**config.mk**
```make
export PLATFORM = sky130hd
export DESIGN_NAME = fan_tach_monitor
export DESIGN_NICKNAME = d
export VERILOG_FILES = /design/src/rtl/fan_pkg.sv /design/src/rtl/fan_tach_filter.sv /design/src/rtl/fan_tach_monitor.sv
export SDC_FILE = /design/constraint.sdc
export NUM_CORES = 1
export LEC_CHECK = 0
export ABC_AREA = 1
export CORE_MARGIN = 2
export CORE_UTILIZATION = 30
export DETAILED_ROUTE_END_ITERATION = 12
export HOLD_SLACK_MARGIN = 0.08
export PLACE_DENSITY_LB_ADDON = 0.25
export SLEW_MARGIN = 40
export SYNTH_ARGS = -nofsm -noshare
export SYNTH_HDL_FRONTEND = slang
export SYNTH_SLANG_ARGS = --single-unit
```
**constraint.sdc**
```tcl
create_clock -name clk -period 6.79 [get_ports clk]
set_input_delay 1.0185 -clock clk [delete_from_list [all_inputs] [get_ports clk]]
set_output_delay 1.0185 -clock clk [all_outputs]
set_load 0.01 [all_outputs]
```
**src/rtl/fan_pkg.sv**
```systemverilog
// fan_pkg: shared state encodings, widths and default timing for the fan tach monitor
package fan_pkg;
  typedef enum logic [1:0] {
    S_OFF    = 2'd0,
    S_SPINUP = 2'd1,
    S_RUN    = 2'd2,
    S_STALL  = 2'd3
  } state_e;
  localparam int SPEED_W = 12;
  localparam int RPM_W = 16;
  localparam int PULSE_W = 12;
  localparam int PROD_W = 20;
  localparam int GATE_CYCLES_D = 50000000;
  localparam int RPM_MUL_D = 30;
  localparam int DEB_CYCLES_D = 500;
  localparam int STALL_CYCLES_D = 25000000;
  localparam int SPINUP_CYCLES_D = 100000000;
  localparam int MIN_SPIN_D = 20;
endpackage

```
**src/rtl/fan_tach_filter.sv**
```systemverilog
// fan_tach_filter: tach synchroniser, level debounce and falling-edge strobe
module fan_tach_filter
  import fan_pkg::*;
#(
  parameter int DEB_CYCLES = DEB_CYCLES_D
) (
  input  logic clk,
  input  logic rst,
  input  logic tach_in,
  output logic tach_edge,
  output logic filt
);
  localparam int DW = $clog2(DEB_CYCLES + 1);
  localparam logic [DW-1:0] DEB_END = DW'(DEB_CYCLES - 1);
  logic s1, s2, filt_d;
  logic [DW-1:0] deb_cnt;
  always_ff @(posedge clk) begin
    if (rst) begin
      s1 <= 1'b1;
      s2 <= 1'b1;
      filt <= 1'b1;
      filt_d <= 1'b1;
      deb_cnt <= '0;
      tach_edge <= 1'b0;
    end else begin
      s1 <= tach_in;
      s2 <= s1;
      filt_d <= filt;
      tach_edge <= filt_d & ~filt;
      if (s2 == filt) deb_cnt <= '0;
      else if (deb_cnt == DEB_END) begin
        filt <= s2;
        deb_cnt <= '0;
      end else deb_cnt <= deb_cnt + 1'b1;
    end
  end
endmodule

```
**src/rtl/fan_tach_monitor.sv**
```systemverilog
// fan_tach_monitor: gated tach edge counter to RPM with commanded-speed stall supervision
module fan_tach_monitor
  import fan_pkg::*;
#(
  parameter int GATE_CYCLES = GATE_CYCLES_D,
  parameter int RPM_MUL = RPM_MUL_D,
  parameter int DEB_CYCLES = DEB_CYCLES_D,
  parameter int STALL_CYCLES = STALL_CYCLES_D,
  parameter int SPINUP_CYCLES = SPINUP_CYCLES_D,
  parameter int MIN_SPIN = MIN_SPIN_D
) (
  input  logic               clk,
  input  logic               rst,
  input  logic               tach_in,
  input  logic [SPEED_W-1:0] speed_cmd,
  output logic [RPM_W-1:0]   rpm,
  output logic               rpm_valid,
  output logic               stall,
  output logic               tach_edge
);
  logic [31:0] gate_cnt, tmr, tmr_n;
  logic [PULSE_W-1:0] pulse_cnt, pulse_n;
  logic [PROD_W-1:0] prod;
  logic term, spd_ok;
  state_e state, state_n;
  fan_tach_filter #(.DEB_CYCLES(DEB_CYCLES)) u_filter (
    .clk(clk),
    .rst(rst),
    .tach_in(tach_in),
    .tach_edge(tach_edge),
    .filt()
  );
  assign term = gate_cnt == 32'(GATE_CYCLES - 1);
  assign pulse_n = (tach_edge && pulse_cnt != '1) ? pulse_cnt + 1'b1 : pulse_cnt;
  assign prod = PROD_W'(pulse_n) * PROD_W'(RPM_MUL);
  always_ff @(posedge clk) begin
    if (rst) begin
      gate_cnt <= '0;
      pulse_cnt <= '0;
      rpm <= '0;
      rpm_valid <= 1'b0;
    end else begin
      gate_cnt <= term ? '0 : gate_cnt + 1'b1;
      pulse_cnt <= term ? '0 : pulse_n;
      rpm_valid <= term;
      if (term) rpm <= (prod > PROD_W'(20'hFFFF)) ? '1 : prod[RPM_W-1:0];
    end
  end
  // speed_cmd above 100 only matters through this threshold, so no clamp is needed
  assign spd_ok = speed_cmd >= SPEED_W'(MIN_SPIN);
  always_comb begin
    state_n = state;
    tmr_n = tmr + 1'b1;
    if (!spd_ok) begin
      state_n = S_OFF;
      tmr_n = '0;
    end else if (state == S_OFF) begin
      state_n = S_SPINUP;
      tmr_n = '0;
    end else if (tach_edge) begin
      state_n = S_RUN;
      tmr_n = '0;
    end else if (state == S_SPINUP && tmr == 32'(SPINUP_CYCLES - 1)) begin
      state_n = S_RUN;
      tmr_n = '0;
    end else if (state == S_RUN && tmr == 32'(STALL_CYCLES - 1)) begin
      state_n = S_STALL;
      tmr_n = '0;
    end else if (state == S_STALL) tmr_n = tmr;
  end
  always_ff @(posedge clk) begin
    if (rst) begin
      state <= S_OFF;
      tmr <= '0;
    end else begin
      state <= state_n;
      tmr <= tmr_n;
    end
  end
  assign stall = state == S_STALL;
endmodule
```
==> impl_metrics.env <==
export IMPL_routed_via_count=6587
export IMPL_num_rows=56
export IMPL_setup_worst_path_class="register to register"
export IMPL_numPortBuffers=31
export IMPL_floorplan_core_area_mm2=0.0235
export IMPL_rsz0062_at_grt="no"
export IMPL_worstReg2RegStart="pulse_cnt[0]"
export IMPL_r2r_worst_path_cells=20
export IMPL_grt_remaining_overflow=0
export IMPL_synth_ff_latch_count=109
export IMPL_design_die_area_mm2=0.0252
export IMPL_drt_total_wl_um=16400
export IMPL_cts_sink_count=109
export IMPL_design_final_nets=1198
export IMPL_initialDrtViolationCount=365
export IMPL_worst_setup_path_end_kind="register"
export IMPL_hold_slack_ns=0.426
export IMPL_worst_ir_drop_vdd_mv=0.110
export IMPL_fin_worst_skew_ns=0.0123
export IMPL_synthToLayoutAreaGrowth_pct=12.8
export IMPL_worstSetupEndpoint="rpm[2]"
export IMPL_cts_root_buf="clkbuf_16"
export IMPL_crit_path_start_kind="register"
export IMPL_fill_cells=2563
export IMPL_syn_instance_count=1118
export IMPL_groute_usage_overall_pct=13.5
export IMPL_synth_cell_types=39
export IMPL_detail_route_first_pass_iterations=5
export IMPL_max_stage_delay_ns=0.52
export IMPL_antenna_found_initial=0
export IMPL_final_max_slew_violation_count=0
export IMPL_worstPathCellList="ha_1 -> inv_1 -> nor2_4 -> nand3_4 -> nand2_8 -> inv_2 -> or2_0 -> nand2_1 -> fa_1 -> fa_1 -> inv_1 -> ha_1 -> nand2_1 -> nor2_1 -> inv_1 -> nor2_1 -> nand2_1 -> nand3_1 -> nand3_4 -> nand3_1"
export IMPL_synth_area_per_cell_um2=6.42
export IMPL_postCtsSetupRepairBufs=0
export IMPL_grt_pass1_vias=5946
export IMPL_power_leakage_nw=3.41
export IMPL_drive_gt1_share_pct=4.95
export IMPL_tightest_slew_ns=0.715
export IMPL_grt_first_pass_wirelength_um=28500
export IMPL_fmaxAchievable_mhz=224
export IMPL_initial_utilization_pct=30.6
export IMPL_synth_enable_flop_cells=0
export IMPL_via_per_inst=4.48
export IMPL_drt_drc_violations_left=0
export IMPL_timing_critical_path_required_ns=7.09
export IMPL_cts_htree_levels=3
export IMPL_clock_path_buffers=2
export IMPL_grt_max_degree=45
export IMPL_dpl_hpwl_um=12700
export IMPL_synth_ff_type="dfxtp_1"
export IMPL_cts_hold_buffers_added=0
export IMPL_timing_final_crit_share_pct=65.8
export IMPL_die_y_um=159
export IMPL_synth_yosys_warnings=0
export IMPL_timing_max_slew_rel_slack_pct=52.3
export IMPL_post_synth_instance_area_mm2=0.00718
export IMPL_numCtsBuffers=9
export IMPL_cts_tree="yes"
export IMPL_timing_hold_violations_final=0
export IMPL_dieWidth_um=159
export IMPL_regToRegEndpoint="rpm[2]"
export IMPL_critPathMaxFanout=24
export IMPL_synth_async_reset_ratio_pct=0
export IMPL_timing_critical_path_arrival_ns=4.77
export IMPL_pwr_density_cell_mw_per_mm2=149
export IMPL_postSynthNetCount=1170
export IMPL_remaining_number_of_nets_flagged_by_the_antenna_check_after_routing=0
export IMPL_finalSetupViolCount=0
export IMPL_worst_hold_path_type="register to register"
export IMPL_synth_sequential_area_ratio_pct=30.4
export IMPL_cp_startpoint="pulse_cnt[0]"
export IMPL_reg2reg_slack_ns=2.32
export IMPL_outcome="finished, final reports clean"
export IMPL_timing_max_cap_violations=0
export IMPL_crit_path_top_delay_cell="fa_1"
export IMPL_layout_min_cycle_time_ns=4.47
export IMPL_place_gp_congestion=0.874
export IMPL_cts_resized=0
export IMPL_finalSetupTns_ns=0
export IMPL_diode_insertion_count_for_antenna_repair=0
export IMPL_routedWlPerCell_um=11.2
export IMPL_cts_reportedPaths_clkPinSlew_ns=0.08
export IMPL_insertion_delay_ns=0.37
export IMPL_ioPinCount=34
==> routing by layer <==
layer / GRT usage, % / wire, um / up-vias
met5: 0 / 0 / -
met4: 3.88 / 222 / 0
met3: 2.56 / 512 / 16
met2: 21.1 / 6990 / 66
met1: 18.8 / 8710 / 2956
li1: - / - / 3549
==> critical path: cells and delay by family, from the launching register on <==
family                   cells  cell delay (ns)
AND/OR/NAND/NOR             12             1.96
adder cells (fa/ha/maj)      4             1.70
flip-flops                   1             0.46
buffers and inverters        4             0.28
==> cell usage after synthesis (8+ instances only) <==
master,instances,area (um^2)
xor2_1,28,245
fa_1,13,260
dfxtp_1,109,2180
or2_2,10,62.6
nand2_2,8,50.1
xnor2_1,16,140
nor2_1,175,657
a21oi_1,31,155
nand3_1,112,561
nand4_1,20,125
inv_1,163,612
nor3_1,29,145
nand2_1,313,1170
ha_1,24,300
==> where the power goes <==
group | leakage (nW) | total [mW] | internal, mW | switching, mW
Sequential | 0.879 | 0.645 | 0.642 | 0.00297
Clock | 0.143 | 0.535 | 0.259 | 0.276
Combinational | 2.39 | 0.0280 | 0.0113 | 0.0167
Total | 3.41 | 1.21 | 0.912 | 0.295
==> layout by cell type (no fill, tap or decap), types with 2 or more instances in the layout <==
master	n
clkinv_8	2
nor2_4	3
nor2_1	175
clkinv_4	2
fa_1	13
o21ai_0	6
nand2_1	313
a21oi_1	31
o21bai_1	3
or2_2	10
o21ai_1	2
and3_1	2
buf_4	2
nand4_1	20
o21ai_2	7
inv_2	2
a21boi_1	5
inv_1	163
nand2_2	8
dfxtp_1	109
nor3b_1	4
ha_1	24
xor2_1	28
nand3_1	112
nand3_4	3
nor3_1	29
clkbuf_16	9
nor2_2	5
nand3b_1	3
xnor2_1	16
clkdlybuf4s50_1	31
==> registers in the layout, summed over array words and instances (netlist names) <==
register and flops:
gate_cnt 32, tmr 32, rpm 16, pulse_cnt 12, u_filter.deb_cnt 9, state 2
rpm_valid 1, u_filter.filt 1, u_filter.filt_d 1, u_filter.s1 1, u_filter.s2 1, u_filter.tach_edge 1
==> per-stage QoR <==
stage | utilization [%] | setup slack, ns | cells | instance area (um^2) | power [mW]
6_report | 34.5 | 2.32 | 1470 | 8100 | 1.21
3_5_place_dp | 33.2 | 2.33 | 1454 | 7800 | 0.688
2_1_floorplan | - | 2.81 | 1118 | 7180 | 0.675
5_1_grt | 34.5 | 1.82 | 1470 | 8100 | 1.26
4_1_cts | 34.5 | 2.29 | 1470 | 8100 | 1.23
3_3_place_gp | 33.2 | 2.34 | 1454 | 7800 | 0.688
==> worst min-delay path by stage <==
stage / end / cells after the start / slack [ns] / start
after floorplan: u_filter.s2 / 1 / 0.39 / u_filter.s1
after global placement: u_filter.s2 / 1 / 0.40 / u_filter.s1
after detailed placement: u_filter.s2 / 1 / 0.40 / u_filter.s1
after CTS: u_filter.tach_edge / 2 / 0.43 / u_filter.filt_d
after global routing: u_filter.s2 / 1 / 0.46 / u_filter.s1
final: u_filter.tach_edge / 2 / 0.43 / u_filter.filt_d
==> cell type report <==
cell class              instances  area (um^2)  share of cell area [%]
multi-input cells             828         4270                    52.8
flip-flops and latches        109         2180                    26.9
inverters                     165          619                    7.65
well taps                     319          399                    4.93
repair buffers                 33          325                    4.02
clock buffers                   9          225                    2.78
clock inverters                 7         73.8                   0.911
==> logic make-up (layout without fill, tap and decap cells) <==
family          count (synthesis)  count (layout)  share of synthesized area, %
compound gates                 57              57                          4.70
xor+xnor                       44              44                          5.36
fa+ha+maj                      37              37                          7.80
buf+inv                       181             214                          10.1
flops                         109             109                          30.4
simple gates                  690             690                          41.6
Note: power is estimated with default switching activity, not from simulation.
==> RTL change (config.mk and constraints unchanged) <==
Change the package constant `RPM_W` from 16 to 20.
--- a/src/rtl/fan_pkg.sv
+++ b/src/rtl/fan_pkg.sv
@@ -9,3 +9,3 @@
   localparam int SPEED_W = 12;
-  localparam int RPM_W = 16;
+  localparam int RPM_W = 20;
   localparam int PULSE_W = 12;
Interface: changed (resized rpm); port bits go from 34 to 38. The function was not compared with the original's and may differ.
==> RTL change against the original RTL <==
- final cell count up 1.0%
- critical path type unchanged
- largest power group unchanged
- sequential cell count stayed put
- power grew 2.2%
- wire length increased by 5.6%
- synthesized area up 1.4%
- worst setup slack got worse by 63 ps
- critical path depth rose by 1
- critical endpoint is now rpm[3]
- first-iteration DRC count increased by 1.1%
- cell area is 1.5% higher
- non-clock buffer count grew 3
==> RTL change: results (changes against the original RTL) <==
[setup_path]
timing.critical_path.arrival_ps=4760  ; about the same
r2r_setup_slack_ps=2260  ; -60 ps
critical_path.slowest_cell=dfxtp_1

[yosys]
syn-mean-instance-area_um2=6.45  ; +0.35%
yosys-top-cells-count=nand2_1 (324), nor2_1 (182), inv_1 (157), dfxtp_1 (109), nand3_1 (98)

[layout]
final_cell_area_mm2=0.00822  ; +1.5%
nFillCells=2716  ; +6.0%
multi_input_area_mm2=0.00437  ; +2.3%
final-nonclk-buf-share=0.0435  ; +0.00334
multi_input_gates=841  ; +1.6%
stdcell_count=1485  ; +1.0%
area.share.sequential=0.265  ; -0.00410
post_route_cells_drive_above_1_share=0.0491  ; -0.000427
num-nets-final=1208  ; +0.83%
num-clock-buffers=11  ; +2
inverters=159  ; -3.6%

[place]
gp_congestion=0.840  ; -3.9%
dp.final_hpwl_um=13400  ; +5.5%
portBuffers=35  ; +13%
dp_cell_count=1469  ; +1.0%

[timing]
worst_clock_skew_ps=10.6  ; -1.68 ps

[power_and_ir_drop]
clockNetworkPower_uw=562  ; +5.0%
power_switching_share=0.227  ; -0.0178
worst_ir_drop_vdd_mv=0.0926  ; -16%
clock_power_share=0.455  ; +0.012

[global_route]
first_global_vias=6302  ; +6.0%
groute.layer.met1.usage=0.185  ; -0.00323
global_route.usage.total=0.141  ; +0.00617
grt_start_max_net_pins=44  ; -2.2%
grtUsageMet2=0.240  ; +0.0291
globalRouteMet3Util=0.0294  ; +0.00375

[route]
drt-initial-drc-count=369  ; +1.1%
via_density_per_instance=4.51  ; +0.75%

[status]
run_status=completed

[RTL change: how the worst max path moves through the flow]
stage / from / to / slack [ps]
final: pulse_cnt[0] / rpm[3] / 2260
after global routing: pulse_cnt[0] / rpm[3] / 1780
after CTS: pulse_cnt[0] / rpm[3] / 2200
after detailed placement: pulse_cnt[0] / rpm[2] / 2240
after global placement: pulse_cnt[0] / rpm[14] / 2290
after floorplan: pulse_cnt[0] / rpm[13] / 2830
[RTL change: kinds of logic after synthesis]
| logic type | share of synthesized area |
|---|---|
| AND/OR/NAND/NOR | 0.419 |
| adder cells (fa/ha/maj) | 0.0769 |
| XOR/XNOR | 0.0493 |
| AO/OA/AOI/OAI | 0.0544 |
| buffers and inverters | 0.101 |
| flip-flops | 0.300 |
[RTL change: metal layers]
layer | up-vias | part of all wire
li1 | 3584 | -
met5 | - | 0
met2 | 78 | 0.46
met3 | 8 | 0.033
met1 | 3034 | 0.50
met4 | 0 | 0.0092
